==> src/rtl/muldiv_pkg.sv <==
// Shared definitions for the HI/LO controller: opcodes, FSM encoding and data width.
package muldiv_pkg;

  localparam int DATA_W = 32;

  localparam logic [2:0] OP_MULT  = 3'd0;
  localparam logic [2:0] OP_MULTU = 3'd1;
  localparam logic [2:0] OP_DIV   = 3'd2;
  localparam logic [2:0] OP_DIVU  = 3'd3;
  localparam logic [2:0] OP_MTHI  = 3'd4;
  localparam logic [2:0] OP_MTLO  = 3'd5;

  typedef enum logic [2:0] {
    IDLE      = 3'd0,
    MUL       = 3'd1,
    DIV_SEND  = 3'd2,
    DIV_WAIT  = 3'd3,
    DIV_DRAIN = 3'd4
  } state_t;

  function automatic logic is_mul_op(input logic [2:0] op);
    return (op == OP_MULT) || (op == OP_MULTU);
  endfunction

endpackage

==> src/rtl/muldiv_mul.sv <==
// Operand-registered 32x32 multiplier; one shared array serves signed and unsigned products.
module muldiv_mul
  import muldiv_pkg::*;
(
  input  logic                clk,
  input  logic                resetn,
  input  logic                load,
  input  logic                is_signed,
  input  logic [DATA_W-1:0]   a,
  input  logic [DATA_W-1:0]   b,
  output logic [2*DATA_W-1:0] product
);

  logic [DATA_W-1:0]   a_reg, b_reg;
  logic                signed_reg;
  logic [2*DATA_W-1:0] a_ext, b_ext;

  always_ff @(posedge clk) begin
    if (!resetn) begin
      a_reg      <= '0;
      b_reg      <= '0;
      signed_reg <= 1'b0;
    end else if (load) begin
      a_reg      <= a;
      b_reg      <= b;
      signed_reg <= is_signed;
    end
  end

  // Sign- or zero-extend to the full product width; the low 64 bits are then exact for both.
  assign a_ext   = {{DATA_W{signed_reg & a_reg[DATA_W-1]}}, a_reg};
  assign b_ext   = {{DATA_W{signed_reg & b_reg[DATA_W-1]}}, b_reg};
  assign product = a_ext * b_ext;

endmodule

==> src/rtl/muldiv_ctrl.sv <==
// HI/LO owner: sequences MULT/MULTU/DIV/DIVU/MTHI/MTLO, drives the divider AXI-stream
// handshakes and survives pipeline flushes without corrupting HI/LO.
module muldiv_ctrl
  import muldiv_pkg::*;
#(
  parameter int MUL_LAT = 1  // cycles spent in MUL, legal 1..4
) (
  input  logic                clk,
  input  logic                resetn,
  input  logic                req_valid,
  output logic                req_ready,
  input  logic [2:0]          req_op,
  input  logic [DATA_W-1:0]   req_rs,
  input  logic [DATA_W-1:0]   req_rt,
  input  logic                cancel,
  output logic                done,
  output logic [DATA_W-1:0]   hi,
  output logic [DATA_W-1:0]   lo,
  output logic [DATA_W-1:0]   div_dividend,
  output logic [DATA_W-1:0]   div_divisor,
  output logic                sdiv_dividend_tvalid,
  input  logic                sdiv_dividend_tready,
  output logic                sdiv_divisor_tvalid,
  input  logic                sdiv_divisor_tready,
  input  logic                sdiv_dout_tvalid,
  input  logic [2*DATA_W-1:0] sdiv_dout_tdata,
  output logic                udiv_dividend_tvalid,
  input  logic                udiv_dividend_tready,
  output logic                udiv_divisor_tvalid,
  input  logic                udiv_divisor_tready,
  input  logic                udiv_dout_tvalid,
  input  logic [2*DATA_W-1:0] udiv_dout_tdata
);

  state_t              state_reg, state_next;
  logic [DATA_W-1:0]   hi_reg, hi_next, lo_reg, lo_next;
  logic [DATA_W-1:0]   dvd_reg, dvd_next, dvs_reg, dvs_next;
  logic [2:0]          op_reg, op_next;
  logic [1:0]          cnt_reg, cnt_next;
  logic                done_reg, done_next;
  logic                drop_reg, drop_next;
  logic                dvd_valid_reg, dvd_valid_next;
  logic                dvs_valid_reg, dvs_valid_next;

  logic                accept;
  logic                sel_signed;
  logic                dvd_ready, dvs_ready, dout_valid;
  logic [2*DATA_W-1:0] dout_data;
  logic [2*DATA_W-1:0] product;

  assign accept     = req_valid & req_ready & ~cancel;
  assign sel_signed = (op_reg == OP_DIV);

  // Only the divider chosen by the latched op is listened to.
  assign dvd_ready  = sel_signed ? sdiv_dividend_tready : udiv_dividend_tready;
  assign dvs_ready  = sel_signed ? sdiv_divisor_tready  : udiv_divisor_tready;
  assign dout_valid = sel_signed ? sdiv_dout_tvalid     : udiv_dout_tvalid;
  assign dout_data  = sel_signed ? sdiv_dout_tdata      : udiv_dout_tdata;

  muldiv_mul u_mul (
    .clk       (clk),
    .resetn    (resetn),
    .load      (accept & is_mul_op(req_op)),
    .is_signed (req_op == OP_MULT),
    .a         (req_rs),
    .b         (req_rt),
    .product   (product)
  );

  always_ff @(posedge clk) begin
    if (!resetn) begin
      state_reg     <= IDLE;
      hi_reg        <= '0;
      lo_reg        <= '0;
      dvd_reg       <= '0;
      dvs_reg       <= '0;
      op_reg        <= '0;
      cnt_reg       <= '0;
      done_reg      <= 1'b0;
      drop_reg      <= 1'b0;
      dvd_valid_reg <= 1'b0;
      dvs_valid_reg <= 1'b0;
    end else begin
      state_reg     <= state_next;
      hi_reg        <= hi_next;
      lo_reg        <= lo_next;
      dvd_reg       <= dvd_next;
      dvs_reg       <= dvs_next;
      op_reg        <= op_next;
      cnt_reg       <= cnt_next;
      done_reg      <= done_next;
      drop_reg      <= drop_next;
      dvd_valid_reg <= dvd_valid_next;
      dvs_valid_reg <= dvs_valid_next;
    end
  end

  always_comb begin
    state_next     = state_reg;
    hi_next        = hi_reg;
    lo_next        = lo_reg;
    dvd_next       = dvd_reg;
    dvs_next       = dvs_reg;
    op_next        = op_reg;
    cnt_next       = cnt_reg;
    done_next      = 1'b0;
    drop_next      = drop_reg;
    dvd_valid_next = dvd_valid_reg;
    dvs_valid_next = dvs_valid_reg;

    case (state_reg)
      IDLE: begin
        if (accept) begin
          op_next  = req_op;
          dvd_next = req_rs;
          dvs_next = req_rt;
          case (req_op)
            OP_MULT, OP_MULTU: begin
              state_next = MUL;
              cnt_next   = 2'(MUL_LAT - 1);
            end
            OP_DIV, OP_DIVU: begin
              state_next     = DIV_SEND;
              dvd_valid_next = 1'b1;
              dvs_valid_next = 1'b1;
            end
            OP_MTHI: begin
              hi_next   = req_rs;
              done_next = 1'b1;
            end
            OP_MTLO: begin
              lo_next   = req_rs;
              done_next = 1'b1;
            end
            default: done_next = 1'b1;
          endcase
        end
      end

      MUL: begin
        if (cancel) begin
          state_next = IDLE;
        end else if (cnt_reg == 2'd0) begin
          {hi_next, lo_next} = product;
          done_next          = 1'b1;
          state_next         = IDLE;
        end else begin
          cnt_next = cnt_reg - 2'd1;
        end
      end

      DIV_SEND: begin
        // A flush cannot withdraw tvalid; remember it and drain the result later.
        drop_next = drop_reg | cancel;
        if (dvd_valid_reg && dvd_ready) dvd_valid_next = 1'b0;
        if (dvs_valid_reg && dvs_ready) dvs_valid_next = 1'b0;
        if (!dvd_valid_next && !dvs_valid_next)
          state_next = drop_next ? DIV_DRAIN : DIV_WAIT;
      end

      DIV_WAIT: begin
        if (cancel) begin
          state_next = dout_valid ? IDLE : DIV_DRAIN;
        end else if (dout_valid) begin
          lo_next    = dout_data[2*DATA_W-1:DATA_W];
          hi_next    = dout_data[DATA_W-1:0];
          done_next  = 1'b1;
          state_next = IDLE;
        end
      end

      DIV_DRAIN: begin
        if (dout_valid) begin
          drop_next  = 1'b0;
          state_next = IDLE;
        end
      end

      default: state_next = IDLE;
    endcase
  end

  assign req_ready            = (state_reg == IDLE);
  assign done                 = done_reg;
  assign hi                   = hi_reg;
  assign lo                   = lo_reg;
  assign div_dividend         = dvd_reg;
  assign div_divisor          = dvs_reg;
  assign sdiv_dividend_tvalid = dvd_valid_reg &  sel_signed;
  assign sdiv_divisor_tvalid  = dvs_valid_reg &  sel_signed;
  assign udiv_dividend_tvalid = dvd_valid_reg & ~sel_signed;
  assign udiv_divisor_tvalid  = dvs_valid_reg & ~sel_signed;

endmodule

==> config.mk <==
export PLATFORM = sky130hd
export DESIGN_NAME = muldiv_ctrl
export DESIGN_NICKNAME = d
export VERILOG_FILES = /design/src/rtl/muldiv_pkg.sv /design/src/rtl/muldiv_mul.sv /design/src/rtl/muldiv_ctrl.sv
export SDC_FILE = /design/constraint.sdc
export NUM_CORES = 2
export LEC_CHECK = 0
export ABC_AREA = 1
export BUFFER_PORTS_ARGS = -buffer_cell sky130_fd_sc_hd__buf_2
export CAP_MARGIN = 15
export CELL_PAD_IN_SITES_DETAIL_PLACEMENT = 0
export CELL_PAD_IN_SITES_GLOBAL_PLACEMENT = 2
export CORE_MARGIN = 2
export CORE_UTILIZATION = 41
export DETAILED_ROUTE_END_ITERATION = 8
export HOLD_SLACK_MARGIN = 0.03
export PLACE_DENSITY = 0.95
export SLEW_MARGIN = 20
export SYNTH_ARGS = -nofsm -noshare
export SYNTH_HDL_FRONTEND = slang
export SYNTH_SLANG_ARGS = --single-unit
==> constraint.sdc <==
create_clock -name clk -period 21.6 [get_ports clk]
set_input_delay 2.16 -clock clk [delete_from_list [all_inputs] [get_ports clk]]
set_output_delay 2.16 -clock clk [all_outputs]
set_load 0.03 [all_outputs]
# After elaboration in Yosys (flattened, before gate mapping)
# Cells that the tools add are included.
# totals
ff_bits	205
input_bits	205
elab_cells	125
# classes
addsub	1
n_mul	1
n_eq_ne	24
muxes	50
bitwise_logic	12
reduce_logical	23
# op_table
op	count
2-to-1 mux 32 bit	12
case mux 32 bit (3 select lines)	2
multiplier 33 x 33 -> 64 bit	1
2-to-1 mux 64 bit	1
2-to-1 mux 3 bit	8
2-to-1 mux 1 bit	16
equality test 3 x 2 -> 1 bit, second input constant	5
case mux 3 bit (5 select lines)	1
inequality test 2 bit, second input constant	7
AND reduction 7 bit	2
inequality test 2 x 1 -> 1 bit, second input constant	5
AND 1 bit	9
equality test 3 bit, second input constant	3
2-to-1 mux 2 bit	4
equality test 3 x 1 -> 1 bit, second input constant	2
zero test 3 bit	2
case mux 1 bit (2 select lines)	3
case mux 3 bit (2 select lines)	1
nonzero test 2 bit	3
AND reduction 5 bit	1
case mux 2 bit (2 select lines)	1
AND reduction 2 bit	2
AND reduction 4 bit	1
OR reduction 2 bit	2
other kinds (13)	17

# Longest topological paths before layout
# logic_depth
ltp_word	9
ltp_mapped	36
ltp_nobuf	34

# Hierarchy
# A second synthesis with hierarchy kept.
# unflattened
hier_cells	6727
hier_area_um2	50259.5
# by_module_without_submodules
mod	instances	cells_each	area_per_inst_um2	seq_area_each_um2
muldiv_mul	1	5449	42582.1	1301.2
muldiv_ctrl	1	1278	7677.4	2802.7

# Least setup slack after synthesis
# OpenSTA, ideal clock, no wires.
# synth_path
path_type	register to register
start	register u_mul.a_reg[31]
end	register hi_reg[20] (netlist: hi[20])
setup_time_ns	0.120
t_arrival_ns	7.463
slack_ns	14.017
path_stages_with_launch	33
n_path_buf	2
cell_sequence	dfxtp_1 clkbuf_1 nand2_1 inv_1 clkbuf_1 nand2_1 inv_1 fa_1 inv_1 fa_1 inv_1 fa_1 fa_1 inv_1 fa_1 inv_1 fa_1 inv_1 fa_1 fa_1 inv_1 ha_1 nand2_1 nor2_1 inv_1 nor2_1 nand2_1 nor4_1 nand2_1 nand3_1 nand2_1 nand3_1 a21oi_1
# synth_via
elab_chain_len	5
# synth_rtl
element	line	source
start: declaration	muldiv_mul.sv:14	logic [DATA_W-1:0] a_reg, b_reg;
start signal: assignment	muldiv_mul.sv:20	a_reg <= '0;
start signal: assignment	muldiv_mul.sv:24	a_reg <= a;
AND 1 bit	muldiv_mul.sv:31	assign a_ext = {{DATA_W{signed_reg & a_reg[DATA_W-1]}}, a_reg};
multiplier 33 x 33 -> 64 bit (*)	muldiv_mul.sv:33	assign product = a_ext * b_ext;
2-to-1 mux 32 bit (*)	muldiv_ctrl.sv:143	end else if (cnt_reg == 2'd0) begin
2-to-1 mux 32 bit (*)	muldiv_ctrl.sv:141	if (cancel) begin
case mux 32 bit (3 select lines) (*)	muldiv_ctrl.sv:111	case (state_reg)
end signal: assignment	muldiv_ctrl.sv:85	hi_reg <= hi_next;
end: declaration	muldiv_ctrl.sv:36	logic [DATA_W-1:0] hi_reg, hi_next, lo_reg, lo_next;
# Every way passes the cells marked *; elsewhere a longest branch is shown, timed or not. The select of a mux whose other input is x is not followed.
# A chain may end at the register's enable or synchronous reset.

# Final worst setup path
# layout_path
start	register u_mul.a_reg[31]
end	register hi_reg[25] (netlist: hi[25])
# The elaborated chain is that of the path after synthesis.

==> key figures <==
Status
  – Status: completed

Clock network
  – Root buf cell: clkbuf_16
  – Post-CTS Resized: 0
  – Max H-tree Level: 1
  – CTS tree: built
  – Deepest clock path buffer count: 3
  – Total CTS buffers: 25
  – Sink Count: 205
  – Hold buffers post-CTS: 0
  – Post-CTS setup buffer count: 0
  – Clk slew on worst S/H paths: 70 ps
  – Later-pin clock latency in the skew report: 610 ps

Layout
  – Share of cells above drive strength 1: 0.0794
  – Final core occ: 0.444
  – Nets: 7923
  – Fin cells: 7941
  – Syn-to-layout area delta: 7.64%
  – Fill count: 12.0k

Placed design
  – Gpl congestion: 0.992
  – Worst slack at placement: 12540 ps
  – Post-detail-place hpwl: 137 mm
  – Cell count after placement: 7889
  – Port Buffers: 338

Timing
  – Hold Violations, Final: 0
  – Minimum clock period: 9190 ps
  – Final setup violation count: 0
  – Slew of the pin with the lowest slew margin: 1060 ps
  – Skew final: 42.2 ps
  – RSZ-0062 raised after global routing: false
  – Fmax: 109 MHz
  – Final setup TNS: 0 ps
  – Worst Slack Setup Final: 12410 ps
  – Worst slew margin: 0.291
  – Period utilisation layout: 0.425
  – Max Slew Vio Count: 0

Die
  – DIE AREA: 121000 sq um
  – # rows: 126
  – I/O pin cnt: 339
  – Initial Utilization: 0.412
  – Die height: 348 microns
  – Core footprint: 118000 sq um
  – Die boundary width: 348 microns

Worst setup path
  – CP required: 22150 ps
  – R2R cell count: 29
  – Setup CP Type: reg -> reg
  – CP Depth: 29
  – Buffers & Inverters on Critical Path: 11
  – Worst-path maximum fanout: 37
  – CP delay by family, top: adder cells
  – Crit path DAT: 9740 ps
  – Most used cell, CP: inv_1
  – Highest-delay cell along the critical path: fa_1
  – Worst Setup Start Kind: flop
  – Crit. End Element: flop
  – Crit-path max cell delay: 850 ps

Synth
  – Syn Nets: 7837
  – Xor and xnor area share after synthesis: 0.00198
  – Netlist Area Pre-Place: 48600 sq um
  – Post-Synth Adder-Cell Area: 0.518
  – Multiplexer share of the synthesized area: 0
  – Largest family of logic cells by synthesized area: adder cells
  – Synth warn: 0
  – Seq/Total Area, Yosys: 0.0845
  – Synth Area in Compound Gates: 0.0658
  – Synth cell types: 41
  – #FFs+latches synth: 205
  – Synth Area in Simple Gates: 0.170
  – Post-Syn Instances: 6294
  – Avg Inst Size Synth: 7.72 sq um

Worst hold path
  – Min-Delay Path Class: reg -> reg
  – WHS Path Cells: 2

GRT
  – Grt total ovfl: 0
  – First-pass GRT wire length: 258 mm
  – Total track usage: 0.280
  – Largest net degree at the start of global routing: 104
  – Initial antenna violation count: 9
  – Vias in the first global route: 42.6k

Routing
  – DR vias: 40.6k
  – 1st-iter DRT viols: 2958
  – Final wirelength: 165 mm
  – 1st-pass router iterations: 6
  – Drt wl/cell: 20.8 microns
  – Final ANT Viol Nets: 0
  – Vias per cell: 5.11
  – DRC errors left: 0

Flow run
  – Max cap viols: 0

Power and ir drop
  – Leakage power: 28.6 nW
  – Peak VDD IR: 0.0559 mV
  – PwrDens: 23.9 nW/um^2
==> stage by stage <==
stage	power, mW	area [sq um]	hold slack [ps]
5_1_grt	1.30	52300	498
4_1_cts	1.25	52300	471
3_3_place_gp	0.777	51400	443
6_report	1.25	52300	472
3_5_place_dp	0.780	51400	461
2_1_floorplan	0.630	48600	430
==> report_power, final <==
| part | leakage (nW) | internal (mW) | switching (mW) |
|---|---|---|---|
| sequential | 1.68 | 0.402 | 0.0189 |
| clock | 0.426 | 0.268 | 0.204 |
| combinational | 26.5 | 0.0968 | 0.260 |
| total | 28.6 | 0.767 | 0.483 |
==> kinds of logic (layout without fill, tap and decap cells) <==
logic type	Yosys count	after routing
AOI/OAI and AO/OA	609	609
other	0	6
and+or+nand+nor	2075	2075
buffers and inverters	2056	2161
DFF	205	205
xor gates and xnor gates	11	11
adders and majority gates	1338	1338
==> cells in the final DEF (no fill, tap or decap), drive strengths merged, types with 2 or more instances in the layout <==
master / instances
o21bai: 10
inv: 1705
nor3: 52
o22ai: 2
nor2: 355
nand3b: 9
dfxtp: 205
o21ai: 276
xor2: 4
a21oi: 270
o21a: 9
fa: 1125
clkinv: 8
nand2: 1491
diode: 6
xnor2: 7
clkbuf: 31
a21boi: 2
buf: 412
nand4: 23
a211oi: 18
bufinv: 4
or2: 24
nor4: 4
nand3: 116
a41oi: 5
a31oi: 15
ha: 213
==> worst paths after layout <==
kind	from	endpoint	slack (ps)
min	op_reg[1]	op_reg[1]	470
max	u_mul.a_reg[31]	hi[25]	12410
min reg2reg	op_reg[1]	op_reg[1]	470
max reg2reg	u_mul.a_reg[31]	hi[25]	12410
==> routing by layer <==
metal / track usage / vias up / share of wire
li1: - / 18200 / -
met1: 0.385 / 20900 / 0.43
met2: 0.468 / 1325 / 0.48
met3: 0.0435 / 232 / 0.069
met4: 0.0598 / 2 / 0.024
met5: 0 / - / 0.000079
==> synth_stat cells <==
master	n	area share
a21boi_0	2	0.00031
and3_1	1	0.00013
o22ai_1	2	0.00026
a31oi_1	15	0.0019
nand3b_1	9	0.0014
nor2_8	1	0.00041
o221ai_1	1	0.00018
fa_1	1125	0.46
nor2_4	2	0.00046
clkinv_1	1	0.000077
nor3_1	50	0.0052
a211oi_1	18	0.0028
nor3_4	2	0.00067
nor2_2	1	0.00013
inv_2	8	0.00062
nor4_1	4	0.00052
buf_1	5	0.00039
o21ai_1	34	0.0035
a21o_1	1	0.00015
or2_2	24	0.0031
a21oi_1	270	0.028
o21bai_1	10	0.0015
buf_2	4	0.00041
nand3_1	116	0.012
a41oi_1	5	0.00090
buf_6	1	0.00023
ha_1	213	0.055
buf_4	7	0.0011
o21a_1	9	0.0014
o21ai_0	241	0.025
nand2_2	2	0.00026
o21ai_2	1	0.00018
dfxtp_1	205	0.084
clkbuf_1	336	0.026
nand2_1	1487	0.11
inv_1	1694	0.13
nand4_1	23	0.0030
xnor2_1	7	0.0013
nand2_4	2	0.00046
nor2_1	351	0.027
xor2_1	4	0.00072
==> worst min-delay path: cells and delay by family (launching register included) <==
kind / cells / cell delay, ps
compound gates: 1 / 60
buf+inv: 1 / 70
flops: 1 / 300
==> layout make-up <==
class	count	area [sq um]	share of cell area
multi-input cells	4033	36700	0.702
flip-flops and latches	205	4110	0.0787
diodes	6	15.0	0.000287
repair buffers	412	2250	0.0431
clock inverters	15	210	0.00402
clock buffers	31	658	0.0126
inverters	1703	6390	0.122
well taps	1536	1920	0.0368
Note: power is estimated with default switching activity, not from simulation.
